File: src/rtl/note_event_tracker.sv
// note_event_tracker
//   Turns the per-frame pitch stream into discrete note events. An onset is
//   confirmed after STABLE_FRAMES identical frames, a held note survives short
//   silent dropouts (fewer than RELEASE_FRAMES in a row), and its length is
//   measured in duration units of FRAMES_PER_UNIT frames, saturating at
//   MAX_UNITS. Each finished note is reported once as a registered
//   {note, duration} pair, qualified by a single-cycle note_dec strobe.
//
// Ports
//   clk          system clock
//   reset        asynchronous, active-high reset
//   frame_valid  one analysis frame is presented this cycle
//   frame_note   frame code: letter[7:4], octave[3:1], sharp[0]
//   flush        force-end the current note (end of song)
//   note         code of the last emitted note
//   duration     length of the last emitted note in units (1..MAX_UNITS)
//   note_dec     single-cycle strobe: note and duration were just updated
//   tracking     high while a note is being held
module note_event_tracker #(
  parameter int unsigned STABLE_FRAMES   = 3,
  parameter int unsigned RELEASE_FRAMES  = 2,
  parameter int unsigned FRAMES_PER_UNIT = 4,
  parameter int unsigned MAX_UNITS       = 15
) (
  input  logic       clk,
  input  logic       reset,
  input  logic       frame_valid,
  input  logic [7:0] frame_note,
  input  logic       flush,
  output logic [7:0] note,
  output logic [3:0] duration,
  output logic       note_dec,
  output logic       tracking
);

  // Length is kept as {units, sub}: units = ceil(frame_cnt / FRAMES_PER_UNIT),
  // sub = frames counted inside the current (partial) unit, 1..FRAMES_PER_UNIT.
  // On onset confirmation frame_cnt starts at STABLE_FRAMES, so the pair is
  // preloaded with the constants below.
  localparam int unsigned INIT_UNITS_I =
    (STABLE_FRAMES + FRAMES_PER_UNIT - 1) / FRAMES_PER_UNIT;
  localparam int unsigned INIT_SUB_I =
    STABLE_FRAMES - (INIT_UNITS_I - 1) * FRAMES_PER_UNIT;
  // Onset already at or past saturation: emit straight away and lock.
  localparam bit INIT_SAT = (STABLE_FRAMES >= MAX_UNITS * FRAMES_PER_UNIT);

  localparam logic [4:0] INIT_UNITS = 5'(INIT_UNITS_I);
  localparam logic [4:0] INIT_SUB   = 5'(INIT_SUB_I);
  localparam logic [4:0] FPU        = 5'(FRAMES_PER_UNIT);
  localparam logic [4:0] MAX_U5     = 5'(MAX_UNITS);
  localparam logic [3:0] MAX_U4     = 4'(MAX_UNITS);
  localparam logic [4:0] STABLE_N   = 5'(STABLE_FRAMES);
  localparam logic [4:0] RELEASE_N  = 5'(RELEASE_FRAMES);
  localparam logic [3:0] INIT_DUR   =
    (INIT_UNITS_I > MAX_UNITS) ? MAX_U4 : 4'(INIT_UNITS_I);

  typedef enum logic [1:0] {
    IDLE,
    CAND,
    HOLD,
    LOCK
  } state_t;

  state_t     state_q, state_d;
  logic [7:0] cand_q, cand_d;          // candidate, and held note in HOLD
  logic [3:0] cand_cnt_q, cand_cnt_d;
  logic [3:0] rel_cnt_q, rel_cnt_d;
  logic [4:0] units_q, units_d;
  logic [4:0] sub_q, sub_d;
  logic [7:0] note_q, note_d;
  logic [3:0] duration_q, duration_d;
  logic       note_dec_q, note_dec_d;
  logic       tracking_q, tracking_d;

  logic       silent;
  logic       same;
  logic [3:0] held_dur;
  logic [4:0] units_n;
  logic [4:0] sub_n;

  always_comb begin
    silent = !((frame_note[7:4] == 4'b1000) || (frame_note[7:4] >= 4'b1010));
    same   = (frame_note == cand_q);
    held_dur = (units_q > MAX_U5) ? MAX_U4 : units_q[3:0];
    if (sub_q == FPU) begin
      units_n = units_q + 5'd1;
      sub_n   = 5'd1;
    end else begin
      units_n = units_q;
      sub_n   = sub_q + 5'd1;
    end

    state_d    = state_q;
    cand_d     = cand_q;
    cand_cnt_d = cand_cnt_q;
    rel_cnt_d  = rel_cnt_q;
    units_d    = units_q;
    sub_d      = sub_q;
    note_d     = note_q;
    duration_d = duration_q;
    note_dec_d = 1'b0;

    if (flush) begin
      if (state_q == HOLD) begin
        note_d     = cand_q;
        duration_d = held_dur;
        note_dec_d = 1'b1;
      end
      state_d    = IDLE;
      cand_cnt_d = '0;
      rel_cnt_d  = '0;
      units_d    = '0;
      sub_d      = '0;
    end else if (frame_valid) begin
      unique case (state_q)
        IDLE: begin
          if (!silent) begin
            cand_d     = frame_note;
            cand_cnt_d = 4'd1;
            state_d    = CAND;
          end
        end
        CAND: begin
          if (silent) begin
            cand_cnt_d = '0;
            state_d    = IDLE;
          end else if (same) begin
            if (({1'b0, cand_cnt_q} + 5'd1) == STABLE_N) begin
              cand_cnt_d = '0;
              rel_cnt_d  = '0;
              units_d    = INIT_UNITS;
              sub_d      = INIT_SUB;
              if (INIT_SAT) begin
                note_d     = cand_q;
                duration_d = INIT_DUR;
                note_dec_d = 1'b1;
                state_d    = LOCK;
              end else begin
                state_d = HOLD;
              end
            end else begin
              cand_cnt_d = cand_cnt_q + 4'd1;
            end
          end else begin
            cand_d     = frame_note;
            cand_cnt_d = 4'd1;
          end
        end
        HOLD: begin
          if (silent) begin
            if (({1'b0, rel_cnt_q} + 5'd1) == RELEASE_N) begin
              note_d     = cand_q;
              duration_d = held_dur;
              note_dec_d = 1'b1;
              rel_cnt_d  = '0;
              state_d    = IDLE;
            end else begin
              rel_cnt_d = rel_cnt_q + 4'd1;
            end
          end else if (same) begin
            rel_cnt_d = '0;
            units_d   = units_n;
            sub_d     = sub_n;
            if ((units_n == MAX_U5) && (sub_n == FPU)) begin
              note_d     = cand_q;
              duration_d = MAX_U4;
              note_dec_d = 1'b1;
              state_d    = LOCK;
            end
          end else begin
            note_d     = cand_q;
            duration_d = held_dur;
            note_dec_d = 1'b1;
            cand_d     = frame_note;
            cand_cnt_d = 4'd1;
            rel_cnt_d  = '0;
            state_d    = CAND;
          end
        end
        LOCK: begin
          if (silent) begin
            state_d = IDLE;
          end else if (!same) begin
            cand_d     = frame_note;
            cand_cnt_d = 4'd1;
            state_d    = CAND;
          end
        end
        default: state_d = IDLE;
      endcase
    end

    tracking_d = (state_d == HOLD);
  end

  always_ff @(posedge clk or posedge reset) begin
    if (reset) begin
      state_q    <= IDLE;
      cand_q     <= '0;
      cand_cnt_q <= '0;
      rel_cnt_q  <= '0;
      units_q    <= '0;
      sub_q      <= '0;
      note_q     <= '0;
      duration_q <= '0;
      note_dec_q <= 1'b0;
      tracking_q <= 1'b0;
    end else begin
      state_q    <= state_d;
      cand_q     <= cand_d;
      cand_cnt_q <= cand_cnt_d;
      rel_cnt_q  <= rel_cnt_d;
      units_q    <= units_d;
      sub_q      <= sub_d;
      note_q     <= note_d;
      duration_q <= duration_d;
      note_dec_q <= note_dec_d;
      tracking_q <= tracking_d;
    end
  end

  assign note     = note_q;
  assign duration = duration_q;
  assign note_dec = note_dec_q;
  assign tracking = tracking_q;

endmodule
File: config.mk
export PLATFORM = sky130hd
export DESIGN_NAME = note_event_tracker
export DESIGN_NICKNAME = d
export VERILOG_FILES = /design/src/rtl/note_event_tracker.sv
export SDC_FILE = /design/constraint.sdc
export NUM_CORES = 1
export LEC_CHECK = 0
export BUFFER_PORTS_ARGS = -buffer_cell sky130_fd_sc_hd__buf_2
export CAP_MARGIN = 20
export CORE_UTILIZATION = 53
export DETAILED_ROUTE_END_ITERATION = 12
export MAX_ROUTING_LAYER = met4
export PLACE_DENSITY = 0.72
export SETUP_SLACK_MARGIN = 0.2
export SYNTH_ARGS = -nofsm -noshare
export SYNTH_HDL_FRONTEND = slang
export SYNTH_SLANG_ARGS = --single-unit
File: constraint.sdc
create_clock -name clk -period 2.8 [get_ports clk]
set_input_delay 0 -clock clk [delete_from_list [all_inputs] [get_ports clk]]
set_output_delay 0 -clock clk [all_outputs]
set_load 0.02 [all_outputs]
==> out/results.tsv <==
metric	value	unit
status	finished clean	
Data required, critical path	2990	ps
Post-synth EDFFs	0	
Initial DRC Count	131	
first-pass GRT wire length	9630	um
post-detail-place hpwl	3690	um
Synth top area share	43.3	%
Placement Rows	24	
arrival time at the worst endpoint	2870	ps
CTS H-tree depth	2	
Synth Area in XOR/XNOR	2.88	%
CP max FO	7	
clock buffer count from CTS	5	
DRC errors left	0	
largest cells by area after synthesis	dfrtp_1 43%, mux2_1 5.6%, ha_1 4.6%	
Mapped Cells	242	
post-DR vias/cell	5.88	
Max stage delay on crit path	400	ps
area grow syn2layout	25.0	%
footprint of the multi-input gates	0.00135	mm2
Final Critical Period	2680	ps
antenna violations before repair	0	
mux contribution to synthesized area	10.6	%
worst relative slew slack	42.2	%
starting density of the core	55.4	%
worst min-delay path class	input port to register	
post-route setup slack	122	ps
largest net degree at the start of global routing	24	
synth unique cells	47	
Final setup viols	0	
highest routed layer	met4	
crit start category	register	
DR vias	2063	
Sink Count	42	
Async SR Flop Fraction	100	%
Cell Count, Final, Fillers Out	351	
R2R setup slack	120	ps
most common cell in the netlist	dfrtp_1	
leak pwr	1.41	nW
gr ovfl total	0	
fmax	373	MHz
slowest cell on the critical path	dfrtp_1	
met1 wire length	2440	um
hold slack	9.00	ps
Tcrit/Tclk final	95.6	%
R2R Path End	duration[3]$_DFFE_PP0P_	
crit path capture	duration[3]$_DFFE_PP0P_	
Max-Cap Viols	0	
root buffer cell	clkbuf_8	
Clock transition at path regs	80	ps
first drt pass iteration count	5	
register area share after synthesis	43.3	%
Synthesis Warnings	0	
Syn Nets	263	
Synth Cell Area	0.00243	mm2
layout cells sized above 1	30.4	%
Die Ht	69.7	um
Core Box Area	0.00438	mm2
post-synth top area cell	dfrtp_1	
fill cell count	349	
WL per Instance	16.1	um
largest family of logic cells by synthesized area	compound AO/OA/AOI/OAI gates	
simple-gate share of the synthesized area	17.2	%
aggregate global-route resource usage	25.6	%
P per Cell Area	390	mW/mm2
clk_skew	11.1	ps
dpl cells	320	
final core utilization	69.3	%
pre-CTS setup slack	54.0	ps
post-layout net count	319	
Diodes inserted	0	
number of global-route vias before repair	2054	
CP Class	register to register	
cells along the critical path	inv_2 -> ha_4 -> and4bb_2 -> nand3b_1 -> a221o_1 -> or3_4 -> a221oi_4 -> buf_4 -> buf_12 -> mux2_4	
CTS tree	built	
Final Hold Viols	0	
Total Die Area	0.00486	mm2
total wire length	5660	um
Worst R2R Path Depth	10	
Peak VDD IR	325	uV
setup TNS	0	ps
Least-Margin Pin Slew	866	ps
Port Buffer Count	25	
Final Max Tran Viols	0	
Adder-Cell Fraction of Synth Area	4.63	%
reg2reg start	sub_q[0]$_DFFE_PP0P_	
complex-gate fraction of the synthesized area	17.6	%
#FFs+latches synth	42	
Ports	26	
CTS max path bufs	2	
post-route ant nets	0	
crit end category	register	
clk_lat worst skew	310	ps
synth cell count leaders	42 x dfrtp_1, 16 x nand2_1, 14 x o21ai_0, 13 x inv_1, 12 x mux2_1	
start point of the critical path	sub_q[0]$_DFFE_PP0P_	
metal3 WL	242	um
unrepaired setup endpoints after global routing	true	
Reg area	0.00105	mm2
gpl congestion	0.862	
metal2 WL	2810	um
synthesized area per cell	10.0	um2
Die Wd	69.7	um
prevailing post-synth register cell	dfrtp_1	
how the worst min path moves through the flow:
| stage | start | end | slack [ps] | cells after the start |
|---|---|---|---|---|
| 6_report | flush | sub_q[4]$_DFFE_PP0P_ | 9 | 2 |
| 3_3_place_gp | reset | duration[1]$_DFFE_PP0P_ | 190 | 2 |
| 3_5_place_dp | reset | duration[1]$_DFFE_PP0P_ | 220 | 2 |
| 2_1_floorplan | frame_note[0] | cand_q[0]$_DFFE_PP0P_ | 150 | 1 |
| 5_1_grt | flush | sub_q[4]$_DFFE_PP0P_ | 20 | 2 |
| 4_1_cts | flush | sub_q[4]$_DFFE_PP0P_ | 9 | 2 |
logic make-up after synthesis:
group           Yosys count
simple gates             77
fa+ha+maj                 9
buf+inv                  22
flops                    42
mux                      23
compound gates           61
xor+xnor                  8
state kept, by name, summed over array words and instances (netlist names):
signal and cells:
units_q 5, cand_q 8, note_dec 1, sub_q 5, tracking 1, duration 4
cand_cnt_q 4, state_q 2, rel_cnt_q 4, note 8
worst max-delay path: cells and delay by family (launching register included):
kind,cells,cell delay (ps)
adder cells (fa/ha/maj),1,150
AO/OA/AOI/OAI,2,620
buffers and inverters,3,380
AND/OR/NAND/NOR,3,720
flip-flops,1,400
multiplexers,1,300
report_power, final:
part / switching [mW] / internal, mW
Combinational: 0.0632 / 0.0636
Clock: 0.224 / 0.175
Sequential: 0.0272 / 0.631
cell type report:
cell class / count / area share (%)
clock buffers: 5 / 2.27
inverters: 13 / 1.61
well taps: 52 / 2.14
flip-flops and latches: 42 / 34.6
repair buffers: 58 / 14.1
multi-input cells: 178 / 44.6
clock inverters: 3 / 0.700
repair_timing:
item                                   in CTS  in global routing
setup buffers                              10                  4
hold buffers                                8                  0
setup endpoints to repair                  12                 12
endpoints found under the hold margin      28                  0
pin swaps                                   4                  5
cloned                                      1                  0
resized for setup                          11                  6
cell usage in the layout, fill, tap and decap left out, types with 5 or more instances in the layout:
cell	instances
mux2_2	9
o21ai_0	14
xnor2_1	8
nor2_1	10
nand2_1	16
nand3b_1	5
o31ai_1	5
dfrtp_1	42
nand4_1	5
nand2b_1	7
buf_4	22
inv_1	10
a21oi_1	11
clkbuf_8	5
nor3_1	5
nand3_1	10
dlygate4sd3_1	8
ha_1	8
mux2_4	11
buf_2	25
per-layer routing:
metal | global-route usage, % | up-vias
li1 | - | 1002
met1 | 33.0 | 997
met2 | 40.8 | 49
met3 | 3.63 | 15
met4 | 10.7 | 0
met5 | - | -
through the flow:
stage               area [um2]  power (mW)
finish                    3040        1.18
global route              3040        1.23
CTS                       2980        1.19
detailed placement        2680       0.785
global placement          2680       0.780
floorplan                 2450       0.749
Power figures use the tool's default switching activity.
